<file path="src/rtl/seg7_pkg.sv">
// Shared 7-segment definitions: active-low pattern constants, character codes,
// the pattern-to-code map and the capture FSM state type.
package seg7_pkg;

  // Active-low segment patterns (bits [6:0]) for each displayable character.
  localparam logic [6:0] PAT_C0    = 7'h48;
  localparam logic [6:0] PAT_C1    = 7'h30;
  localparam logic [6:0] PAT_C2    = 7'h71;
  localparam logic [6:0] PAT_C3    = 7'h01;
  localparam logic [6:0] PAT_BLANK = 7'h7F;

  // Character codes as used by the HEX decoders.
  localparam logic [2:0] CODE_C0    = 3'b000;
  localparam logic [2:0] CODE_C1    = 3'b001;
  localparam logic [2:0] CODE_C2    = 3'b010;
  localparam logic [2:0] CODE_C3    = 3'b011;
  localparam logic [2:0] CODE_BLANK = 3'b100;
  localparam logic [2:0] CODE_BAD   = 3'b111;

  // Capture sequencing: collect characters, then hold the word for downstream.
  typedef enum logic {
    FILL = 1'b0,
    SEND = 1'b1
  } cap_state_t;

  // Result of a pattern lookup.
  typedef struct packed {
    logic       bad;
    logic [2:0] code;
  } pat_map_t;

  // Single definition of the pattern map; decoders use the inverse of this.
  function automatic pat_map_t pat_to_code(input logic [6:0] pat);
    pat_map_t r;
    r.bad = 1'b0;
    case (pat)
      PAT_C0:    r.code = CODE_C0;
      PAT_C1:    r.code = CODE_C1;
      PAT_C2:    r.code = CODE_C2;
      PAT_C3:    r.code = CODE_C3;
      PAT_BLANK: r.code = CODE_BLANK;
      default: begin
        r.code = CODE_BAD;
        r.bad  = 1'b1;
      end
    endcase
    return r;
  endfunction

endpackage

</file>
<file path="src/rtl/seg7_code_capture_if.sv">
// Segment-stream in / packed code word out bundle for seg7_code_capture.
interface seg7_code_capture_if #(
  parameter int NCHAR = 4
);
  logic [7:0]         seg_in;
  logic               seg_valid;
  logic               seg_ready;
  logic [3*NCHAR-1:0] code_out;
  logic [NCHAR-1:0]   err_out;
  logic               word_valid;
  logic               word_ready;
  logic [7:0]         err_count;

  // Producer of segment patterns and consumer of words.
  modport master (
    output seg_in, seg_valid, word_ready,
    input  seg_ready, code_out, err_out, word_valid, err_count
  );

  // The capture block itself.
  modport slave (
    input  seg_in, seg_valid, word_ready,
    output seg_ready, code_out, err_out, word_valid, err_count
  );
endinterface

</file>
<file path="src/rtl/seg7_pattern_to_code.sv">
// Combinational map from one active-low segment pattern to its character code.
module seg7_pattern_to_code
  import seg7_pkg::*;
(
  input  logic [6:0] pat_i,
  output logic [2:0] code_o,
  output logic       bad_o
);

  pat_map_t map;

  // Lookup through the shared package map.
  always_comb begin
    map    = pat_to_code(pat_i);
    code_o = map.code;
    bad_o  = map.bad;
  end

endmodule

</file>
<file path="src/rtl/seg7_code_capture.sv">
// Captures NCHAR segment patterns into one packed code word, first character
// in the top slot, with per-slot bad flags and a saturating bad-pattern count.
module seg7_code_capture
  import seg7_pkg::*;
#(
  parameter int NCHAR = 4
) (
  input  logic              CLOCK_50,
  input  logic              RST,
  seg7_code_capture_if.slave bus
);

  localparam int         IW   = (NCHAR > 1) ? $clog2(NCHAR) : 1;
  localparam logic [IW-1:0] LAST = IW'(NCHAR - 1);

  cap_state_t         state_q, state_d;
  logic [IW-1:0]      idx_q, idx_d;
  logic [3*NCHAR-1:0] code_q, code_d;
  logic [NCHAR-1:0]   err_q, err_d;
  logic [7:0]         cnt_q, cnt_d;

  logic [2:0] pat_code;
  logic       pat_bad;
  logic       accept;
  logic       unused_seg_bit7;

  // Bit 7 (decimal point) carries no character information.
  assign unused_seg_bit7 = bus.seg_in[7];

  seg7_pattern_to_code u_map (
    .pat_i  (bus.seg_in[6:0]),
    .code_o (pat_code),
    .bad_o  (pat_bad)
  );

  assign accept = bus.seg_valid && (state_q == FILL);

  // State and datapath registers, cleared asynchronously.
  always_ff @(posedge CLOCK_50 or posedge RST) begin
    if (RST) begin
      state_q <= FILL;
      idx_q   <= '0;
      code_q  <= '0;
      err_q   <= '0;
      cnt_q   <= '0;
    end else begin
      state_q <= state_d;
      idx_q   <= idx_d;
      code_q  <= code_d;
      err_q   <= err_d;
      cnt_q   <= cnt_d;
    end
  end

  // Next-state: shift characters in during FILL, hold the word during SEND.
  always_comb begin
    state_d = state_q;
    idx_d   = idx_q;
    code_d  = code_q;
    err_d   = err_q;
    cnt_d   = cnt_q;
    case (state_q)
      FILL: begin
        if (accept) begin
          code_d = {code_q[3*NCHAR-4:0], pat_code};
          err_d  = {err_q[NCHAR-2:0], pat_bad};
          if (pat_bad && (cnt_q != 8'hFF)) begin
            cnt_d = cnt_q + 8'd1;
          end
          if (idx_q == LAST) begin
            idx_d   = '0;
            state_d = SEND;
          end else begin
            idx_d = idx_q + 1'b1;
          end
        end
      end
      SEND: begin
        if (bus.word_ready) begin
          state_d = FILL;
        end
      end
      default: state_d = FILL;
    endcase
  end

  // Handshake outputs follow the state directly; data outputs are registers.
  always_comb begin
    bus.seg_ready  = (state_q == FILL);
    bus.word_valid = (state_q == SEND);
    bus.code_out   = code_q;
    bus.err_out    = err_q;
    bus.err_count  = cnt_q;
  end

endmodule

</file>
<file path="src/flat_wrapper.sv">
// flat-port wrapper written by rule: the top's interface ports become plain ports
module seg7_code_capture_flat import seg7_pkg::*;
#(
  parameter int NCHAR = 4
)
  (CLOCK_50, RST, bus_seg_in, bus_seg_valid, bus_word_ready, bus_seg_ready, bus_code_out, bus_err_out, bus_word_valid, bus_err_count);
  seg7_code_capture_if #(.NCHAR(NCHAR)) bus_i ();
  input  logic CLOCK_50;
  input  logic RST;
  input wire logic [$bits(bus_i.seg_in)-1:0] bus_seg_in;
  input wire logic [$bits(bus_i.seg_valid)-1:0] bus_seg_valid;
  input wire logic [$bits(bus_i.word_ready)-1:0] bus_word_ready;
  output wire logic [$bits(bus_i.seg_ready)-1:0] bus_seg_ready;
  output wire logic [$bits(bus_i.code_out)-1:0] bus_code_out;
  output wire logic [$bits(bus_i.err_out)-1:0] bus_err_out;
  output wire logic [$bits(bus_i.word_valid)-1:0] bus_word_valid;
  output wire logic [$bits(bus_i.err_count)-1:0] bus_err_count;
  assign bus_i.seg_in = bus_seg_in;
  assign bus_i.seg_valid = bus_seg_valid;
  assign bus_i.word_ready = bus_word_ready;
  assign bus_seg_ready = bus_i.seg_ready;
  assign bus_code_out = bus_i.code_out;
  assign bus_err_out = bus_i.err_out;
  assign bus_word_valid = bus_i.word_valid;
  assign bus_err_count = bus_i.err_count;
  seg7_code_capture #(.NCHAR(NCHAR)) u_core (.CLOCK_50(CLOCK_50), .RST(RST), .bus(bus_i));
endmodule
</file>
<file path="config.mk">
export PLATFORM = sky130hd
export DESIGN_NAME = seg7_code_capture_flat
export DESIGN_NICKNAME = d
export VERILOG_FILES = /design/src/rtl/seg7_pkg.sv /design/src/rtl/seg7_code_capture_if.sv /design/src/rtl/seg7_pattern_to_code.sv /design/src/rtl/seg7_code_capture.sv /design/src/flat_wrapper.sv
export SDC_FILE = /design/constraint.sdc
export NUM_CORES = 1
export LEC_CHECK = 0
export ABC_AREA = 0
export CAP_MARGIN = 20
export CORE_ASPECT_RATIO = 0.5
export CORE_MARGIN = 2
export CORE_UTILIZATION = 46
export CTS_BUF_LIST = sky130_fd_sc_hd__clkbuf_4 sky130_fd_sc_hd__clkbuf_8
export DETAILED_ROUTE_END_ITERATION = 8
export MAX_ROUTING_LAYER = met4
export PLACE_DENSITY = 0.78
export SKIP_LAST_GASP = 1
export SLEW_MARGIN = 20
export SYNTH_ARGS = -nofsm -noshare
export SYNTH_HDL_FRONTEND = slang
export SYNTH_SLANG_ARGS = --single-unit
</file>
<file path="constraint.sdc">
create_clock -name CLOCK_50 -period 4.8 [get_ports CLOCK_50]
set_input_delay 1.2 -clock CLOCK_50 [delete_from_list [all_inputs] [get_ports CLOCK_50]]
set_output_delay 1.2 -clock CLOCK_50 [all_outputs]
set_load 0.02 [all_outputs]
</file>
==> results.ini <==
[timing]
finalSetupViolCount = 0
rsz0062_at_grt = false
worst_pin_slew_ps = 1000
finalSetupTns_ps = 0
fin_ws_ps = 2050
timing_max_transition_violations_final = 0
fin_crit_sh = 0.574
finClkSkew_ps = 3.18
relSlewSlack = 0.331
final-hold-violation-count = 0
fin_crit_ps = 2750
max_freq_mhz = 363

[global_route]
antenna_found_initial = 0
grt_max_degree = 28
grt_usage = 0.180
grt_pass1_vias = 960
grt_remaining_overflow = 0
grt_pass1_wl_microns = 4250

[setup_path]
reg2reg_to = u_core.bus.err_count[5]
arrival_ps = 2920
max_stage_delay_ps = 500
reg2reg_depth = 5
critPathCapture = u_core.bus.err_count[2]
cp_top_family = simple AND/OR/NAND/NOR gates
ff2ff_setup_slack_ps = 3070
cpMaxStageDelayCell = clkdlybuf4s50_1
crit_type = in2reg
crit_start = bus_seg_in[5]
cp_num_cells = 6
r2r_start = u_core.bus.err_count[4]
cp-end-kind = flop
path_cells = clkdlybuf4s50_1 -> and4_1 -> a22oi_4 -> nand4_4 -> nor2_1 -> mux2_1
start_kind = input pin
critPathBufInv = 1
path_max_fanout = 9
crit_required_ps = 4960

[detailed_routing]
drc = 0
drtPass1Iterations = 4
wire_per_inst_microns = 12.4
drtIter0Drc = 59
viasPerCell = 4.88
drtAntennaViolNets = 0
routed_wl_microns = 2540
vias = 1001

[synthesis]
synth_most_common_cell = nand2_1
synth-seq-cells = 27
netlist_top_cells_count = nand2_1, dfrtp_1, inv_1, nor3_1, nor2_1
synth_area_sq_um = 1270
synth_edf_count = 0
syn_area_per_cell_sq_um = 9.79
netlist_top_cells_area = dfrtp_1, nand2_1, xor2_1
synth_top_area_cell = dfrtp_1
ys.flop_type = dfrtp_1
syn-num-nets = 144
synthArstFlopShare = 1.00
yosysUniqueCellTypes = 32
yosysSeqAreaShare = 0.531
yosysWarnings = 0
syn-instance-count = 130
yosysTopAreaCellShare = 0.531

[pwr]
p_switching_uw = 436
p_per_area_nw_per_um2 = 621
p_comb_frac = 0.491
power.internal_uw = 634
swShare = 0.408
ir_worst_vdd_mv = 0.394
p_seq_frac = 0.384
clkPwrFrac = 0.125
p_leak_nw = 0.821

[clocking]
ctsResizeCount = 0
cts_tree = yes
cts_setup_buffers = 0
clkSinkCount = 27
clkTransAtPathRegs_ps = 90
cts.path.max_buffers = 2
hold_buffers = 0
htree_levels = 1
cts_buffers = 3
clk_root_buffer_cell = clkbuf_8
clk_latency_ps = 280

[die]
dieArea_sq_um = 3230
io_pins = 38
initial_utilization = 0.486
die_x_microns = 78.4
die_y_microns = 41.2
rows = 13
core_sq_um = 2620

[cells_and_area]
fillCellCount = 220
diodes = 0
seqCellArea_sq_um = 676
fin_nets = 183
area_growth_pct = 35.5
multiInputGateArea_sq_um = 563
drive_above_1_share = 0.0833

[placed_design]
gp_congestion = 0.751
io_buffers = 36
preCtsSetupSlack_ps = 1760
dpl.hpwl_microns = 1920

[run_status]
status = finished, final reports clean

[flow_run]
cap_violations = 0

[min_path]
min_path_type = reg2reg
whs_path_depth = 2

-- layout by cell type, fill, tap and decap left out, types with 2 or more instances in the layout --
master / n
nand2_1: 50
clkdlybuf4s50_1: 36
dfrtp_1: 27
inv_1: 6
nor3_1: 6
nor2_1: 5
xor2_1: 4
nand3_1: 3
clkbuf_8: 3
o21ai_0: 2
ha_1: 2
-- state kept, by name (all words and copies together) (netlist names) --
signal	flops
u_core.bus.err_out	4
u_core.bus.err_count	8
u_core.bus.code_out	12
u_core.idx_q	2
u_core.bus.word_valid	1
-- metrics by stage --
stage                     utilization  instance area (sq um)  hold slack (ps)  cells  power [mW]
after floorplan                     -                   1270              450    130       0.691
after global placement          0.640                   1680              459    201       0.923
after detailed placement        0.640                   1680              471    201       0.946
after CTS                       0.658                   1720              493    205        1.08
after global routing            0.658                   1720              511    205        1.14
final                           0.658                   1720              491    205        1.07
-- metal layers --
layer / wire length (microns) / up-vias / GRT usage
met5: 0 / - / -
li1: - / 506 / -
met3: 83 / 2 / 0.0463
met1: 1150 / 476 / 0.210
met2: 1290 / 17 / 0.338
met4: 10 / 0 / 0.0263
-- power groups by stage --
| stage | clock [mW] | combinational, mW | sequential [mW] |
|---|---|---|---|
| after CTS | 0.135 | 0.531 | 0.413 |
| after global routing | 0.144 | 0.573 | 0.427 |
| after global placement | 0 | 0.511 | 0.412 |
| after floorplan | 0 | 0.175 | 0.516 |
| final | 0.133 | 0.526 | 0.411 |
| after detailed placement | 0 | 0.529 | 0.417 |
-- how the worst min path moves through the flow --
| stage | start | end | slack (ps) |
|---|---|---|---|
| 2_1_floorplan | u_core.idx_q[1] | u_core.idx_q[1] | 450 |
| 3_3_place_gp | u_core.bus.code_out[11] | u_core.bus.code_out[11] | 460 |
| 3_5_place_dp | u_core.idx_q[1] | u_core.idx_q[1] | 470 |
| 4_1_cts | u_core.idx_q[1] | u_core.idx_q[1] | 490 |
| 5_1_grt | u_core.idx_q[1] | u_core.idx_q[1] | 510 |
| 6_report | u_core.idx_q[1] | u_core.idx_q[1] | 490 |
-- cell families after synthesis --
family | after synthesis | synth area share
buf+inv | 9 | 0.0265
xor+xnor | 5 | 0.0344
flops | 27 | 0.531
simple gates | 76 | 0.305
compound gates | 8 | 0.0551
mux | 3 | 0.0285
fa+ha+maj | 2 | 0.0197
-- tightest hold or removal path, stage by stage (launching register included) --
cell and delay (ps):
dfrtp_1 360, nand2_1 50, nand2_1 60
-- cell type report --
type                    count  area share
flip-flops and latches     27       0.392
repair buffers             37       0.213
multi-input cells          94       0.327
clock inverters             1     0.00435
inverters                   6      0.0131
clock buffers               3      0.0239
well taps                  37      0.0269
Power figures use the tool's default switching activity.
